<file path="config.mk">
export PLATFORM = sky130hd
export DESIGN_NAME = iob_cache_axil_bridge
export DESIGN_NICKNAME = d
export VERILOG_FILES = /design/src/rtl/iob_cache_axil_bridge.sv
export SDC_FILE = /design/constraint.sdc
export NUM_CORES = 1
export LEC_CHECK = 0
export ABC_AREA = 1
export BUFFER_PORTS_ARGS = -buffer_cell sky130_fd_sc_hd__buf_2
export CAP_MARGIN = 20
export CORE_MARGIN = 4
export CORE_UTILIZATION = 43
export CTS_CLUSTER_DIAMETER = 60
export DETAILED_ROUTE_END_ITERATION = 12
export PLACE_DENSITY = 0.81
export SYNTH_ARGS = -nofsm -noshare
export SYNTH_HDL_FRONTEND = slang
export SYNTH_SLANG_ARGS = --single-unit
export TNS_END_PERCENT = 1
</file>
<file path="constraint.sdc">
create_clock -name clk -period 1.6 [get_ports clk]
set_input_delay 0 -clock clk [delete_from_list [all_inputs] [get_ports clk]]
set_output_delay 0 -clock clk [all_outputs]
set_load 0.01 [all_outputs]
</file>
<file path="src/rtl/iob_cache_axil_bridge.sv">
// Bridges the cache back-end native memory port onto an AXI4-Lite master.
// One native request becomes exactly one AXI4-Lite transaction; slave errors raise a sticky flag.
module iob_cache_axil_bridge #(
  parameter int          ADDR_W = 32,
  parameter int          DATA_W = 32,
  parameter int          NBYTES = DATA_W / 8,
  parameter logic [2:0]  PROT   = 3'b000
) (
  input  logic              clk,
  input  logic              reset,

  input  logic              valid,
  input  logic [ADDR_W-1:0] addr,
  input  logic [DATA_W-1:0] wdata,
  input  logic [NBYTES-1:0] wstrb,
  output logic [DATA_W-1:0] rdata,
  output logic              ready,

  output logic              m_axi_awvalid,
  input  logic              m_axi_awready,
  output logic [ADDR_W-1:0] m_axi_awaddr,
  output logic [2:0]        m_axi_awprot,
  output logic              m_axi_wvalid,
  input  logic              m_axi_wready,
  output logic [DATA_W-1:0] m_axi_wdata,
  output logic [NBYTES-1:0] m_axi_wstrb,
  input  logic              m_axi_bvalid,
  output logic              m_axi_bready,
  input  logic [1:0]        m_axi_bresp,
  output logic              m_axi_arvalid,
  input  logic              m_axi_arready,
  output logic [ADDR_W-1:0] m_axi_araddr,
  output logic [2:0]        m_axi_arprot,
  input  logic              m_axi_rvalid,
  output logic              m_axi_rready,
  input  logic [DATA_W-1:0] m_axi_rdata,
  input  logic [1:0]        m_axi_rresp,

  output logic              error,
  input  logic              error_clr
);

  typedef enum logic [2:0] {
    IDLE   = 3'd0,
    WR     = 3'd1,
    WAIT_B = 3'd2,
    RD     = 3'd3,
    WAIT_R = 3'd4,
    RESP   = 3'd5
  } state_t;

  localparam logic [ADDR_W-1:0] ALIGN_MASK = ~ADDR_W'(NBYTES - 1);
  localparam logic [1:0]        RESP_OKAY  = 2'b00;

  state_t              state_q, state_d;
  logic [ADDR_W-1:0]   addr_q, addr_d;
  logic [DATA_W-1:0]   wdata_q, wdata_d;
  logic [NBYTES-1:0]   wstrb_q, wstrb_d;
  logic [DATA_W-1:0]   rdata_q, rdata_d;
  logic                awvalid_q, awvalid_d;
  logic                wvalid_q, wvalid_d;
  logic                error_q, error_d;

  logic                accept;
  logic                aw_done;
  logic                w_done;
  logic                b_capture;
  logic                r_capture;

  // A channel counts as done once its valid has dropped or is handshaking this cycle.
  assign accept    = (state_q == IDLE) && valid;
  assign aw_done   = !awvalid_q || m_axi_awready;
  assign w_done    = !wvalid_q || m_axi_wready;
  assign b_capture = (state_q == WAIT_B) && m_axi_bvalid;
  assign r_capture = (state_q == WAIT_R) && m_axi_rvalid;

  always_ff @(posedge clk) begin
    if (reset) begin
      state_q <= IDLE;
    end else begin
      state_q <= state_d;
    end
  end

  always_comb begin
    state_d = state_q;
    case (state_q)
      IDLE: begin
        if (valid) begin
          state_d = (|wstrb) ? WR : RD;
        end
      end
      WR: begin
        if (aw_done && w_done) begin
          state_d = WAIT_B;
        end
      end
      WAIT_B: begin
        if (m_axi_bvalid) begin
          state_d = RESP;
        end
      end
      RD: begin
        if (m_axi_arready) begin
          state_d = WAIT_R;
        end
      end
      WAIT_R: begin
        if (m_axi_rvalid) begin
          state_d = RESP;
        end
      end
      RESP: begin
        state_d = IDLE;
      end
      default: begin
        state_d = IDLE;
      end
    endcase
  end

  always_comb begin
    m_axi_arvalid = 1'b0;
    m_axi_bready  = 1'b0;
    m_axi_rready  = 1'b0;
    ready         = 1'b0;
    case (state_q)
      RD:      m_axi_arvalid = 1'b1;
      WAIT_B:  m_axi_bready  = 1'b1;
      WAIT_R:  m_axi_rready  = 1'b1;
      RESP:    ready         = 1'b1;
      default: ;
    endcase
  end

  // Request fields are frozen at acceptance so later native input changes cannot leak onto AXI.
  always_comb begin
    addr_d    = addr_q;
    wdata_d   = wdata_q;
    wstrb_d   = wstrb_q;
    awvalid_d = awvalid_q;
    wvalid_d  = wvalid_q;
    rdata_d   = rdata_q;
    error_d   = error_q;
    if (accept) begin
      addr_d    = addr & ALIGN_MASK;
      wdata_d   = wdata;
      wstrb_d   = wstrb;
      awvalid_d = |wstrb;
      wvalid_d  = |wstrb;
    end
    if (awvalid_q && m_axi_awready) begin
      awvalid_d = 1'b0;
    end
    if (wvalid_q && m_axi_wready) begin
      wvalid_d = 1'b0;
    end
    if (r_capture) begin
      rdata_d = m_axi_rdata;
    end
    if (error_clr) begin
      error_d = 1'b0;
    end
    if ((b_capture && (m_axi_bresp != RESP_OKAY)) ||
        (r_capture && (m_axi_rresp != RESP_OKAY))) begin
      error_d = 1'b1;
    end
  end

  always_ff @(posedge clk) begin
    if (reset) begin
      addr_q    <= '0;
      wdata_q   <= '0;
      wstrb_q   <= '0;
      awvalid_q <= 1'b0;
      wvalid_q  <= 1'b0;
      rdata_q   <= '0;
      error_q   <= 1'b0;
    end else begin
      addr_q    <= addr_d;
      wdata_q   <= wdata_d;
      wstrb_q   <= wstrb_d;
      awvalid_q <= awvalid_d;
      wvalid_q  <= wvalid_d;
      rdata_q   <= rdata_d;
      error_q   <= error_d;
    end
  end

  assign m_axi_awvalid = awvalid_q;
  assign m_axi_awaddr  = addr_q;
  assign m_axi_awprot  = PROT;
  assign m_axi_wvalid  = wvalid_q;
  assign m_axi_wdata   = wdata_q;
  assign m_axi_wstrb   = wstrb_q;
  assign m_axi_araddr  = addr_q;
  assign m_axi_arprot  = PROT;
  assign rdata         = rdata_q;
  assign error         = error_q;

endmodule

</file>
Word-level counts from Yosys, hierarchy flattened
Cells that the tools add are included.
Word-level totals
  register bits: 104
  bits in latches: 0
  bits in writable memories: 0
  ROM bits: 0
  input bits: 113
  output and inout port bits: 145
  logic and storage cells: 52
  memories kept: 0
Operators by class
  $add $sub $neg: 0
  $mul: 0
  divide/modulo/power cells: 0
  order comparisons: 0
  equality and inequality tests: 10
  shifts and indexed selects: 0
  mux-type cells: 13
  bitwise gates (word level): 0
  reductions and logical operators: 21
Operator list (count)
  3-bit 2-to-1 mux: 5
  3-bit one-hot mux with 5 select lines: 1
  2-bit != test, second input constant: 5
  1-bit logical AND: 8
  3-bit by 2-bit == test with 1-bit output, second input constant: 2
  3-bit == test, second input constant: 2
  1-bit 2-to-1 mux: 6
  2-bit nonzero test: 3
  5-bit AND reduction: 1
  2-bit OR reduction: 2
  4-bit OR reduction: 1
  3-bit by 1-bit == test with 1-bit output, second input constant: 1
  3-bit zero test: 1
  1-bit logical OR: 3
  1-bit zero test: 2
  2-bit 2-to-1 mux: 1

Longest topological paths before layout
  depth in word-level cells: 5
  mapped depth: 9
  mapped depth without buffers: 9

Worst setup path after synthesis
Ideal clock, no wire load.
  path type: reg2reg
  start point: reg state_q[0]
  end point: reg addr_q[24], in the netlist m_axi_araddr[24]
  setup time: 116 ps
  data arrival time: 1095 ps
  path slack: 390 ps
  cell stages (with the launch flop): 9
  clock period less this slack: 1210 ps
  cells stage by stage: dfxtp_1 -> nor2_4 -> nand2_2 -> nor2_4 -> inv_2 -> buf_6 -> buf_6 -> nor2_1 -> nor2_1
Between the ends
  cells in the longest elaborated chain, start to end: 2
Ends and longest elaborated chain
  from (decl): RTL line 55  | state_t state_q, state_d;
  from (signal assigned): RTL line 81  | state_q <= state_d;
  3-bit zero test: RTL line 71  | assign accept = (state_q == IDLE) && valid;
  1-bit logical AND: RTL line 71
  to (signal assigned): RTL line 180  | addr_q <= addr_d;
  to (decl): RTL line 56  | logic [ADDR_W-1:0] addr_q, addr_d;
No other way between the ends.
A chain may end at the register's enable or synchronous reset.

Worst setup path after layout
  start point: reg state_q[0]
  end point: reg rdata_q[25], in the netlist rdata[25]
Between the ends
  cells in the longest elaborated chain, start to end: 2
Ends and longest elaborated chain
  3-bit == test: RTL line 75  | assign r_capture = (state_q == WAIT_R) && m_axi_rvalid;
  1-bit logical AND: RTL line 75
  to (signal assigned): RTL line 185  | rdata_q <= rdata_d;
  to (decl): RTL line 59  | logic [DATA_W-1:0] rdata_q, rdata_d;
No other way between the ends.

==> impl_metrics.py <==
metrics = {
    "setup_path": {
        "crit_chain": "nor2_4 -> nand2_1 -> nor2_4 -> inv_1 -> buf_4 -> nor2_1 -> nor2_1",
        "r2r_end": "rdata[25]$_SDFFE_PP0P_",
        "cp_data_required_time_ns": 1.84,
        "reg2reg_depth": 7,
        "r2r-start": "state_q[0]$_SDFFE_PP0P_",
        "worstPathArrival_ns": 1.70,
        "ff2ff_setup_slack_ns": 0.14,
        "cp-end-kind": "flop",
        "crit_path_max_incr_delay_ns": 0.39,
        "critPathMaxFanout": 32,
        "crit_path_start_kind": "flop",
        "critPathKind": "flop to flop",
        "cp_slowest_cell": "dfxtp_1",
    },
    "yosys": {
        "ys.flop_type": "dfxtp_1",
        "synth_edf_count": 0,
        "ys_ff_latch": 104,
        "avgSynthCellArea_sq_um": 7.62,
        "yosys_warnings": 0,
        "synth_top_area_frac": 0.509,
        "synth_top_cell_by_area": "dfxtp_1",
        "netlist_top_cells_area": "dfxtp_1 (51%), nor2_1 (19%), o21ai_0 (8.7%)",
        "synthTopCellsByCount": "nor2_1 (211), dfxtp_1 (104), o21ai_0 (71)",
        "yosysSeqAreaShare": 0.509,
        "syn-instance-count": 537,
        "synthesis.area_sq_mm": 0.00409,
        "yosysMostFrequentCell": "nor2_1",
        "synth.distinct_cells": 19,
        "async_reset_ff_frac": 0,
    },
    "final_layout": {
        "fillCellCount": 665,
        "area_delta_synth_final_pct": 55.7,
        "diodes": 0,
        "fin_cells": 979,
        "finalNetCount": 958,
        "drive_gt1_frac": 0.324,
    },
    "routing": {
        "drt_wl_total_um": 13800,
        "vias_per_cell": 4.75,
        "wl_per_cell_um": 14.1,
        "drtAntennaViolNets": 0,
        "num_vias": 4650,
        "first_pass_iters": 6,
        "drc_errors": 0,
        "drtIter0Drc": 236,
    },
    "clock_network": {
        "clk_pin_slew_worst_paths_ns": 0.09,
        "cts_tree": "done",
        "cts_max_level": 3,
        "cts_buffer_depth": 2,
        "postCtsSetupBuffers": 0,
        "clock-sinks": 104,
        "cts_root_buffer": "clkbuf_8",
        "cts_buffers": 9,
        "insertion_delay_ns": 0.36,
    },
    "flow_run": {
        "maxCapViolations": 0,
    },
    "outcome": {
        "outcome": "finished, final reports clean",
    },
    "die": {
        "rows": 35,
        "start_util": 0.443,
        "die_y_um": 106,
        "ioPinCount": 258,
        "core_region_area_sq_mm": 0.00924,
        "die_w_um": 106,
        "dieArea_sq_mm": 0.0111,
    },
    "pwr": {
        "p_leak_nw": 3.40,
        "power.density_mw_per_mm2": 1400,
        "ir_drop_v": 0.000696,
        "power_mw": 8.89,
    },
    "timing": {
        "whs_ns": 0.130,
        "min_period_ns": 1.46,
        "hold_viol_final": 0,
        "setup_viol": 0,
        "slew_viol_final": 0,
        "setup-tns-final_ns": 0,
        "skew_ns": 0.0139,
        "clock.fmax_mhz": 686,
        "rsz0062_at_grt": "false",
        "min_period_over_period": 0.911,
    },
    "global_route": {
        "grt-ovfl-total": 0,
        "first_global_vias": 4647,
        "grt_pass1_wl_um": 22000,
        "grt_max_degree": 69,
        "grtUsageTotal": 0.239,
        "antenna_found_initial": 0,
    },
    "hold_path": {
        "hold_depth": 5,
        "hold-path-endpoint": "error$_SDFFE_PP0P_",
        "hp-start": "m_axi_rvalid",
        "hp-class": "input port to flop",
    },
    "placement": {
        "gp_congestion": 0.794,
        "dp.cells": 856,
        "dp_hpwl_um": 8130,
        "port_buffers": 245,
    },
}
[metrics by stage]
step,cell area (sq um),util,setup slack [ns]
after global routing,6370,0.689,0.00764
after detailed placement,5090,0.551,0.168
final,6370,0.689,0.142
after floorplan,4130,-,0.390
after global placement,5090,0.551,0.262
after CTS,6370,0.689,0.154
[layout by cell type, fill, tap and decap left out]
cell             n
conb_1          10
nand2_1         22
o21ai_1         30
a21oi_1          2
o21ai_0         71
inv_2            3
inv_1           11
nor2_1         211
clkinv_4         1
a31oi_1          1
nor3_1           1
buf_12           1
bufinv_16        1
dfxtp_1        104
buf_6            1
nand2_2          1
buf_2          245
nor2_4           3
clkinv_2         2
inv_6            2
buf_4            5
inv_8            1
o211ai_1         1
dlygate4sd3_1  107
clkbuf_8         9
nand3_1          4
[cells by family after synthesis]
group	synth area share
simple gates	0.230
other cells	0.000917
buf+inv	0.131
flops	0.509
compound gates	0.129
[final cells by class]
cell class	instances	area (sq um)	area share
well taps	129	161	0.0253
repair buffers	359	2370	0.371
clock buffers	9	124	0.0194
multi-input cells	357	1510	0.236
inverters	14	52.6	0.00825
clock inverters	7	77.6	0.0122
flip-flops and latches	104	2080	0.327
[layer usage]
metal / vias up / GRT usage / wire [um]
met3: 44 / 0.0618 / 1230
li1: 2257 / - / -
met5: - / 0 / 0
met2: 255 / 0.423 / 6720
met4: 0 / 0.113 / 486
met1: 2094 / 0.266 / 5350
[sequential cells by signal, summed over array words and instances, names as in the netlist]
register / cells
error: 1
m_axi_wstrb: 4
m_axi_wvalid: 1
m_axi_awvalid: 1
m_axi_araddr: 30
rdata: 32
state_q: 3
m_axi_wdata: 32
[critical path, delay by kind of cell, from the launching register on]
kind / cells / cell delay (ns)
AND/OR/NAND/NOR: 5 / 0.67
flip-flops: 1 / 0.39
buffers and inverters: 2 / 0.29
[power by group]
group / total [mW] / switching, mW / internal, mW
Sequential: 3.80 / 0.467 / 3.34
Combinational: 3.43 / 2.05 / 1.39
Clock: 1.65 / 0.910 / 0.744
Total: 8.89 / 3.42 / 5.47
[how the worst max path moves through the flow]
stage / startpoint / to / slack (ns) / cells after the start
2_1_floorplan: state_q[0]$_SDFFE_PP0P_ / m_axi_araddr[24]$_SDFFE_PP0P_ / 0.39 / 8
3_3_place_gp: state_q[0]$_SDFFE_PP0P_ / m_axi_wdata[10]$_SDFFE_PP0P_ / 0.26 / 6
3_5_place_dp: state_q[0]$_SDFFE_PP0P_ / m_axi_wdata[4]$_SDFFE_PP0P_ / 0.17 / 6
4_1_cts: state_q[0]$_SDFFE_PP0P_ / m_axi_wdata[20]$_SDFFE_PP0P_ / 0.15 / 6
5_1_grt: state_q[1]$_SDFFE_PP0P_ / state_q[1]$_SDFFE_PP0P_ / 0.008 / 9
6_report: state_q[0]$_SDFFE_PP0P_ / rdata[25]$_SDFFE_PP0P_ / 0.14 / 7
[repair_timing]
item                                    CTS  global route
resized for setup                         0             1
endpoints found under the setup margin    0             2
hold endpoints to repair                101             0
hold buffers                            107             0
No activity file was read; power rests on OpenSTA's default activity.
